<file path="src/rtl/fsync_nbr_rendezvous.sv">
// Neighbour-level fractal-sync rendezvous: pairs a sync request from side A with one
// from side B and answers with a one-cycle wake, or with error pulses on mismatch/duplicate/timeout.
module fsync_nbr_rendezvous #(
  parameter int unsigned NBR_AGGR_W  = 4,
  parameter int unsigned NBR_ID_W    = 4,
  parameter int unsigned TIMEOUT_CYC = 0,
  parameter int unsigned CNT_W       = 16
) (
  input  logic                  clk_i,
  input  logic                  rst_i,
  input  logic                  a_sync_i,
  input  logic [NBR_AGGR_W-1:0] a_aggr_i,
  input  logic [NBR_ID_W-1:0]   a_id_i,
  output logic                  a_wake_o,
  output logic                  a_error_o,
  output logic [NBR_ID_W-1:0]   a_id_rsp_o,
  input  logic                  b_sync_i,
  input  logic [NBR_AGGR_W-1:0] b_aggr_i,
  input  logic [NBR_ID_W-1:0]   b_id_i,
  output logic                  b_wake_o,
  output logic                  b_error_o,
  output logic [NBR_ID_W-1:0]   b_id_rsp_o,
  output logic                  busy_o
);

  typedef enum logic [1:0] {IDLE, A_PEND, B_PEND} state_t;

  // Timeout fires on the edge where the count taken since entry reaches TIMEOUT_CYC.
  localparam logic [CNT_W-1:0] TO_LAST = CNT_W'((TIMEOUT_CYC == 0) ? 0 : TIMEOUT_CYC - 1);

  state_t                state, state_nxt;
  logic [NBR_AGGR_W-1:0] pend_aggr, pend_aggr_nxt;
  logic [NBR_ID_W-1:0]   pend_id, pend_id_nxt;
  logic [CNT_W-1:0]      cnt, cnt_nxt;
  logic                  a_wake_nxt, a_error_nxt, b_wake_nxt, b_error_nxt;
  logic [NBR_ID_W-1:0]   id_rsp_nxt;
  logic                  ab_match, a_match_pend, b_match_pend, timeout_hit;

  assign ab_match     = (a_aggr_i == b_aggr_i) && (a_id_i == b_id_i);
  assign a_match_pend = (a_aggr_i == pend_aggr) && (a_id_i == pend_id);
  assign b_match_pend = (b_aggr_i == pend_aggr) && (b_id_i == pend_id);
  assign timeout_hit  = (TIMEOUT_CYC != 0) && (cnt >= TO_LAST);

  always_comb begin
    state_nxt     = state;
    pend_aggr_nxt = pend_aggr;
    pend_id_nxt   = pend_id;
    cnt_nxt       = (cnt == '1) ? cnt : cnt + CNT_W'(1);
    a_wake_nxt    = 1'b0;
    a_error_nxt   = 1'b0;
    b_wake_nxt    = 1'b0;
    b_error_nxt   = 1'b0;
    id_rsp_nxt    = '0;
    case (state)
      IDLE: begin
        cnt_nxt = '0;
        if (a_sync_i && b_sync_i) begin
          if (ab_match) begin
            a_wake_nxt = 1'b1;
            b_wake_nxt = 1'b1;
            id_rsp_nxt = a_id_i;
          end else begin
            a_error_nxt = 1'b1;
            b_error_nxt = 1'b1;
          end
        end else if (a_sync_i) begin
          pend_aggr_nxt = a_aggr_i;
          pend_id_nxt   = a_id_i;
          state_nxt     = A_PEND;
        end else if (b_sync_i) begin
          pend_aggr_nxt = b_aggr_i;
          pend_id_nxt   = b_id_i;
          state_nxt     = B_PEND;
        end
      end
      A_PEND: begin
        // A duplicate outranks a completing B; B's request then becomes the pending one.
        if (a_sync_i) begin
          a_error_nxt = 1'b1;
          if (b_sync_i) begin
            pend_aggr_nxt = b_aggr_i;
            pend_id_nxt   = b_id_i;
            cnt_nxt       = '0;
            state_nxt     = B_PEND;
          end else begin
            state_nxt = IDLE;
          end
        end else if (b_sync_i) begin
          if (b_match_pend) begin
            a_wake_nxt = 1'b1;
            b_wake_nxt = 1'b1;
            id_rsp_nxt = pend_id;
          end else begin
            a_error_nxt = 1'b1;
            b_error_nxt = 1'b1;
          end
          state_nxt = IDLE;
        end else if (timeout_hit) begin
          a_error_nxt = 1'b1;
          state_nxt   = IDLE;
        end
      end
      B_PEND: begin
        if (b_sync_i) begin
          b_error_nxt = 1'b1;
          if (a_sync_i) begin
            pend_aggr_nxt = a_aggr_i;
            pend_id_nxt   = a_id_i;
            cnt_nxt       = '0;
            state_nxt     = A_PEND;
          end else begin
            state_nxt = IDLE;
          end
        end else if (a_sync_i) begin
          if (a_match_pend) begin
            a_wake_nxt = 1'b1;
            b_wake_nxt = 1'b1;
            id_rsp_nxt = pend_id;
          end else begin
            a_error_nxt = 1'b1;
            b_error_nxt = 1'b1;
          end
          state_nxt = IDLE;
        end else if (timeout_hit) begin
          b_error_nxt = 1'b1;
          state_nxt   = IDLE;
        end
      end
      default: state_nxt = IDLE;
    endcase
  end

  always_ff @(posedge clk_i) begin
    if (rst_i) begin
      state      <= IDLE;
      pend_aggr  <= '0;
      pend_id    <= '0;
      cnt        <= '0;
      a_wake_o   <= 1'b0;
      a_error_o  <= 1'b0;
      a_id_rsp_o <= '0;
      b_wake_o   <= 1'b0;
      b_error_o  <= 1'b0;
      b_id_rsp_o <= '0;
      busy_o     <= 1'b0;
    end else begin
      state      <= state_nxt;
      pend_aggr  <= pend_aggr_nxt;
      pend_id    <= pend_id_nxt;
      cnt        <= cnt_nxt;
      a_wake_o   <= a_wake_nxt;
      a_error_o  <= a_error_nxt;
      a_id_rsp_o <= id_rsp_nxt;
      b_wake_o   <= b_wake_nxt;
      b_error_o  <= b_error_nxt;
      b_id_rsp_o <= id_rsp_nxt;
      busy_o     <= (state_nxt != IDLE);
    end
  end

endmodule

</file>
<file path="config.mk">
export PLATFORM = sky130hd
export DESIGN_NAME = fsync_nbr_rendezvous
export DESIGN_NICKNAME = d
export VERILOG_FILES = /design/src/rtl/fsync_nbr_rendezvous.sv
export SDC_FILE = /design/constraint.sdc
export NUM_CORES = 1
export LEC_CHECK = 0
export ABC_CLOCK_PERIOD_IN_PS = 1900
export BUFFER_PORTS_ARGS = -buffer_cell sky130_fd_sc_hd__buf_2
export CAP_MARGIN = 20
export CORE_MARGIN = 4
export CORE_UTILIZATION = 46
export CTS_CLUSTER_DIAMETER = 30
export DETAILED_ROUTE_END_ITERATION = 8
export GPL_TIMING_DRIVEN = 1
export MAX_ROUTING_LAYER = met4
export PLACE_DENSITY_LB_ADDON = 0.15
export SYNTH_ARGS = -nofsm -noshare
export SYNTH_HDL_FRONTEND = slang
export SYNTH_SLANG_ARGS = --single-unit
</file>
<file path="constraint.sdc">
create_clock -name clk_i -period 1.9 [get_ports clk_i]
set_input_delay 0.19 -clock clk_i [delete_from_list [all_inputs] [get_ports clk_i]]
set_output_delay 0.19 -clock clk_i [all_outputs]
set_load 0.01 [all_outputs]
</file>
Word-level counts from Yosys, hierarchy flattened
Index checks and enable logic that the tools add are counted.
{ "classes": {"add_sub_neg": 0, "n_mul": 0, "n_div": 0, "order_cmp": 0, "eq_ne": 12, "n_shift": 0, "mux": 54, "bitwise": 0, "n_reduce_logical": 8} }
{ "op_table": {"columns": ["operator", "count"], "rows": [
  ["two-way mux 4 bit", 20],
  ["one-hot mux 4 bit (3 select lines)", 3],
  ["== test 4 bit", 6],
  ["two-way mux 1 bit", 19],
  ["two-way mux 2 bit", 8],
  ["one-hot mux 1 bit (3 select lines)", 3],
  ["inequality test 2 bit, second input constant", 4],
  ["one-hot mux 2 bit (3 select lines)", 1],
  ["AND reduction 5 bit", 1],
  ["logical AND 1 bit", 4],
  ["nonzero test 3 bit", 1],
  ["== test 2 x 1 -> 1 bit, second input constant", 1],
  ["== test 2 bit, second input constant", 1],
  ["zero test 2 bit", 1],
  ["nonzero test 2 bit", 1]
]} }
{ "totals": {"ff_bits": 18, "latch_bits": 0, "ramBits": 0, "romBits": 0, "out_inout_bits": 13, "elab_cells": 82, "n_memories": 0} }

Depth between registers and ports, before layout
{ "depth": {"word_depth": 6, "ltp_mapped": 9} }

Least setup slack after synthesis
OpenSTA, ideal clock, no wires.
{ "synth_timing": {"path_type": "register to register", "from": "register state[0]", "to": "register pend_aggr[0]", "setup_time_ns": 0.119, "arrival_time_ns": 1.546, "t_required_ns": 1.781, "setup_slack_ns": 0.234, "stages_incl_launch_ff": 10, "n_path_buf": 2, "period_less_slack_ns": 1.666, "path_cell_list": "dfxtp_1 > inv_1 > ha_1 > buf_2 > nor3_1 > a21oi_1 > or2_1 > buf_2 > o21ai_0 > a21oi_1"} }
{ "synth_between": {"elab_chain_cells": 3, "word_cells_on_any_way": 10, "cone_classes": "eq/ne: 6; mux: 1; reduce/logical: 3"} }
{ "synth_rtl": {"columns": ["item", "line_no", "text"], "rows": [
  ["start: declaration", "31", "state_t state, state_nxt;"],
  ["start signal: assignment", "147", "state <= state_nxt;"],
  ["== test 2 bit (tied with other cells)", "54", "case (state)"],
  ["inequality test 2 bit (no line) or nonzero test 3 bit (tied branches)", null, null],
  ["AND reduction 5 bit (no line)", null, null],
  ["end signal: assignment", "148", "pend_aggr <= pend_aggr_nxt;"],
  ["end: declaration", "32", "logic [NBR_AGGR_W-1:0] pend_aggr, pend_aggr_nxt;"]
]} }
Several ways; a longest one is shown, not always the timed one.
A chain may end at the register's enable or synchronous reset.

Worst setup path in the final report
{ "layout_timing": {"from": "register state[1]", "to": "register pend_aggr[0]"} }
The elaborated chain is that of the path after synthesis.

==> results.py <==
metrics = {
    "logic_synthesis": {
        "synth_area_leaders": "dfxtp_1, xor2_1, nand2_1",
        "synth.distinct_cells": 32,
        "synth_nets": 189,
        "synthesis.instances": 164,
        "syn_area_per_cell_um2": 7.950,
        "synth_top_area_share_pct": 27.64,
        "yosys_register_bits": 18,
        "async_reset_ff_share_pct": 0,
        "yosysWarnings": 0,
        "yosysMostFrequentCell": "nand2_1",
        "syn_area_mm2": 0.001304,
        "yosysTopAreaCell": "dfxtp_1",
        "ys.flop_type": "dfxtp_1",
        "synthTopCellsByCount": "nand2_1, xor2_1, dfxtp_1, a21oi_1, nor2_1",
        "synth_edf_count": 0,
        "seq_area_frac_synth_pct": 27.64,
    },
    "sta": {
        "finalSetupViolCount": 0,
        "period_minus_slack_ps": 1699,
        "final-hold-violation-count": 0,
        "rsz0062_at_grt": "false",
        "tightestPinTransition_ps": 517.1,
        "hold-worst-slack_ps": 158.4,
        "maxSlewViolCount": 0,
        "fmax_mhz": 588.4,
        "fin_crit_sh_pct": 89.44,
        "relSlewSlack_pct": 65.26,
        "tns_ps": 0,
        "skew_ps": 11.32,
    },
    "clock_tree": {
        "cts.path.max_buffers": 2,
        "clk_pin_slew_ps": 110,
        "clk-insertion-delay-late_ps": 310,
        "cts_tree": "done",
        "cts.sinks": 18,
        "post-cts-setup-buffer-count": 0,
        "htreeDepth": 1,
        "cts_hold_buffers": 0,
        "cts-root-buf": "clkbuf_4",
        "cts_made_buffers": 3,
    },
    "setup_path": {
        "cp.arrival_ps": 1900,
        "crit_fanout": 8,
        "critical_path_class": "register to register",
        "crit_path_start_kind": "register",
        "crit_required_ps": 2100,
        "cp-end-kind": "register",
    },
    "die": {
        "io_pins": 33,
        "die_height_um": 61.24,
        "num_rows": 19,
        "start_util_pct": 47.69,
        "die_w_um": 61.24,
        "fp.dieArea_mm2": 0.003750,
        "core_mm2": 0.002734,
    },
    "place": {
        "gp_congestion": 0.8434,
        "port_buffers": 32,
        "dp_hpwl_um": 2417,
    },
    "pwr": {
        "power_frac_clock_pct": 25.2,
        "p_sw_share_pct": 33.06,
        "vdd_drop_max_uv": 455.8,
        "switching_power_mw": 0.3182,
        "powerDensity_mw_per_mm2": 639.4,
        "pwr-share-comb_pct": 29.5,
        "seq_power_share_pct": 45.3,
        "p_int_mw": 0.6443,
        "leakagePower_nw": 0.7293,
    },
    "detailed_routing": {
        "routed-via-count": 1230,
        "wire_per_inst_um": 13.75,
        "dr.pass1.iters": 4,
        "drc": 0,
        "ant_nets": 0,
        "vias_per_cell": 5.491,
        "wl_um": 3080,
        "drtIter0Drc": 37,
    },
    "final_layout": {
        "area_delta_synth_final_pct": 15.45,
        "drive_gt1_share_pct": 25.39,
        "diodes": 0,
        "finalNetCount": 219,
        "nFillCells": 256,
    },
    "global_route": {
        "grtUsageTotal_pct": 19.03,
        "first_global_vias": 1132,
        "antenna_found_initial": 0,
        "grt_max_degree": 15,
        "grt_overflow": 0,
        "grt_first_pass_wirelength_um": 5106,
    },
    "status": {
        "run_status": "finished clean",
    },
    "hold_path": {
        "hold_path_class": "input port to register",
    },
    "job": {
        "cap_violations": 0,
    },
}
power by group through the flow:
| stage | sequential, mW | clock [mW] | combinational, mW |
|---|---|---|---|
| floorplan | 0.440 | 0 | 0.184 |
| global placement | 0.443 | 0 | 0.270 |
| detailed placement | 0.443 | 0 | 0.278 |
| CTS | 0.435 | 0.250 | 0.279 |
| global route | 0.441 | 0.264 | 0.323 |
| finish | 0.436 | 0.242 | 0.284 |
sequential cells by signal, indices dropped and copies added, names as in the netlist:
signal / flops
a_error_o: 1
b_error_o: 1
b_id_rsp_o: 4
b_wake_o: 1
busy_o: 1
pend_aggr: 4
pend_id: 4
state: 2
timing repair:
action / 4_1_cts / 5_1_grt
setup endpoints to repair: 0 / 8
endpoints found under the hold margin: 0 / 0
resized for setup: 0 / 3
cells by family (layout without fill, tap and decap cells):
| logic type | count (synthesis) | in the layout | share of synthesized area, % |
|---|---|---|---|
| AO/OA/AOI/OAI | 37 | 37 | 19.29 |
| XOR/XNOR | 24 | 24 | 16.12 |
| adder cells (fa/ha/maj) | 5 | 5 | 4.798 |
| buffers and inverters | 16 | 45 | 7.102 |
| flip-flops | 18 | 18 | 27.64 |
| multiplexers | 7 | 7 | 5.470 |
| AND/OR/NAND/NOR | 57 | 57 | 19.58 |
placed cells by master (no fill, tap or decap), drive strengths merged:
cell type	instances
buf	36
nand2	26
xor2	24
dfxtp	18
a21oi	14
nor2	12
o21ai	8
nor4	6
mux2i	6
inv	5
ha	5
a32o	4
clkbuf	4
a211oi	3
nand3	3
or2	3
nand2b	2
o22ai	2
nor3	2
or3	1
a2111oi	1
and2	1
a222oi	1
mux2	1
and3	1
o31ai	1
o21a	1
a21boi	1
a31oi	1
final cells by class:
cell class	count	area, um2	area share [%]
inverter	5	18.77	1.247
tap	31	38.79	2.577
sequential	18	360.3	23.94
multi-input combinational	130	860.8	57.19
timing repair buffer	36	190.2	12.64
clock buffer	4	36.28	2.411
through the flow:
stage / instances / setup WS [ps] / power (mW) / area, um2 / util, %
floorplan: 164 / 234.4 / 0.6248 / 1304 / -
global placement: 220 / 213.9 / 0.7131 / 1459 / 53.36
detailed placement: 220 / 115.8 / 0.7212 / 1459 / 53.36
CTS: 224 / 93.62 / 0.9637 / 1495 / 54.69
global route: 224 / 38.22 / 1.028 / 1505 / 55.06
finish: 224 / 200.6 / 0.9625 / 1505 / 55.06
worst max-delay path: stages (launching register included):
cell     delay (ps)
dfxtp_1         420
inv_1           100
ha_1            260
mux2i_1         170
a21oi_1         100
or2_4           280
o21ai_0         180
a21oi_1          90
routing by layer:
metal	track usage (%)	up-vias	part of all wire (%)
li1	-	626	-
met1	25.54	558	48
met2	27.04	40	44
met3	5.660	6	6.5
met4	6.502	0	1.7
met5	-	-	0
final timing paths:
kind	start	depth (start not counted)	to	slack, ps
worst min register to register	pend_aggr[3]$_SDFFE_PP0P_	2	pend_aggr[3]$_SDFFE_PP0P_	530
worst max register to register	state[1]$_SDFF_PP0_	7	pend_aggr[0]$_SDFFE_PP0P_	200
worst min-delay path	a_aggr_i[1]	3	pend_aggr[1]$_SDFFE_PP0P_	160
worst max-delay path	state[1]$_SDFF_PP0_	7	pend_aggr[0]$_SDFFE_PP0P_	200
Power figures use the tool's default switching activity.
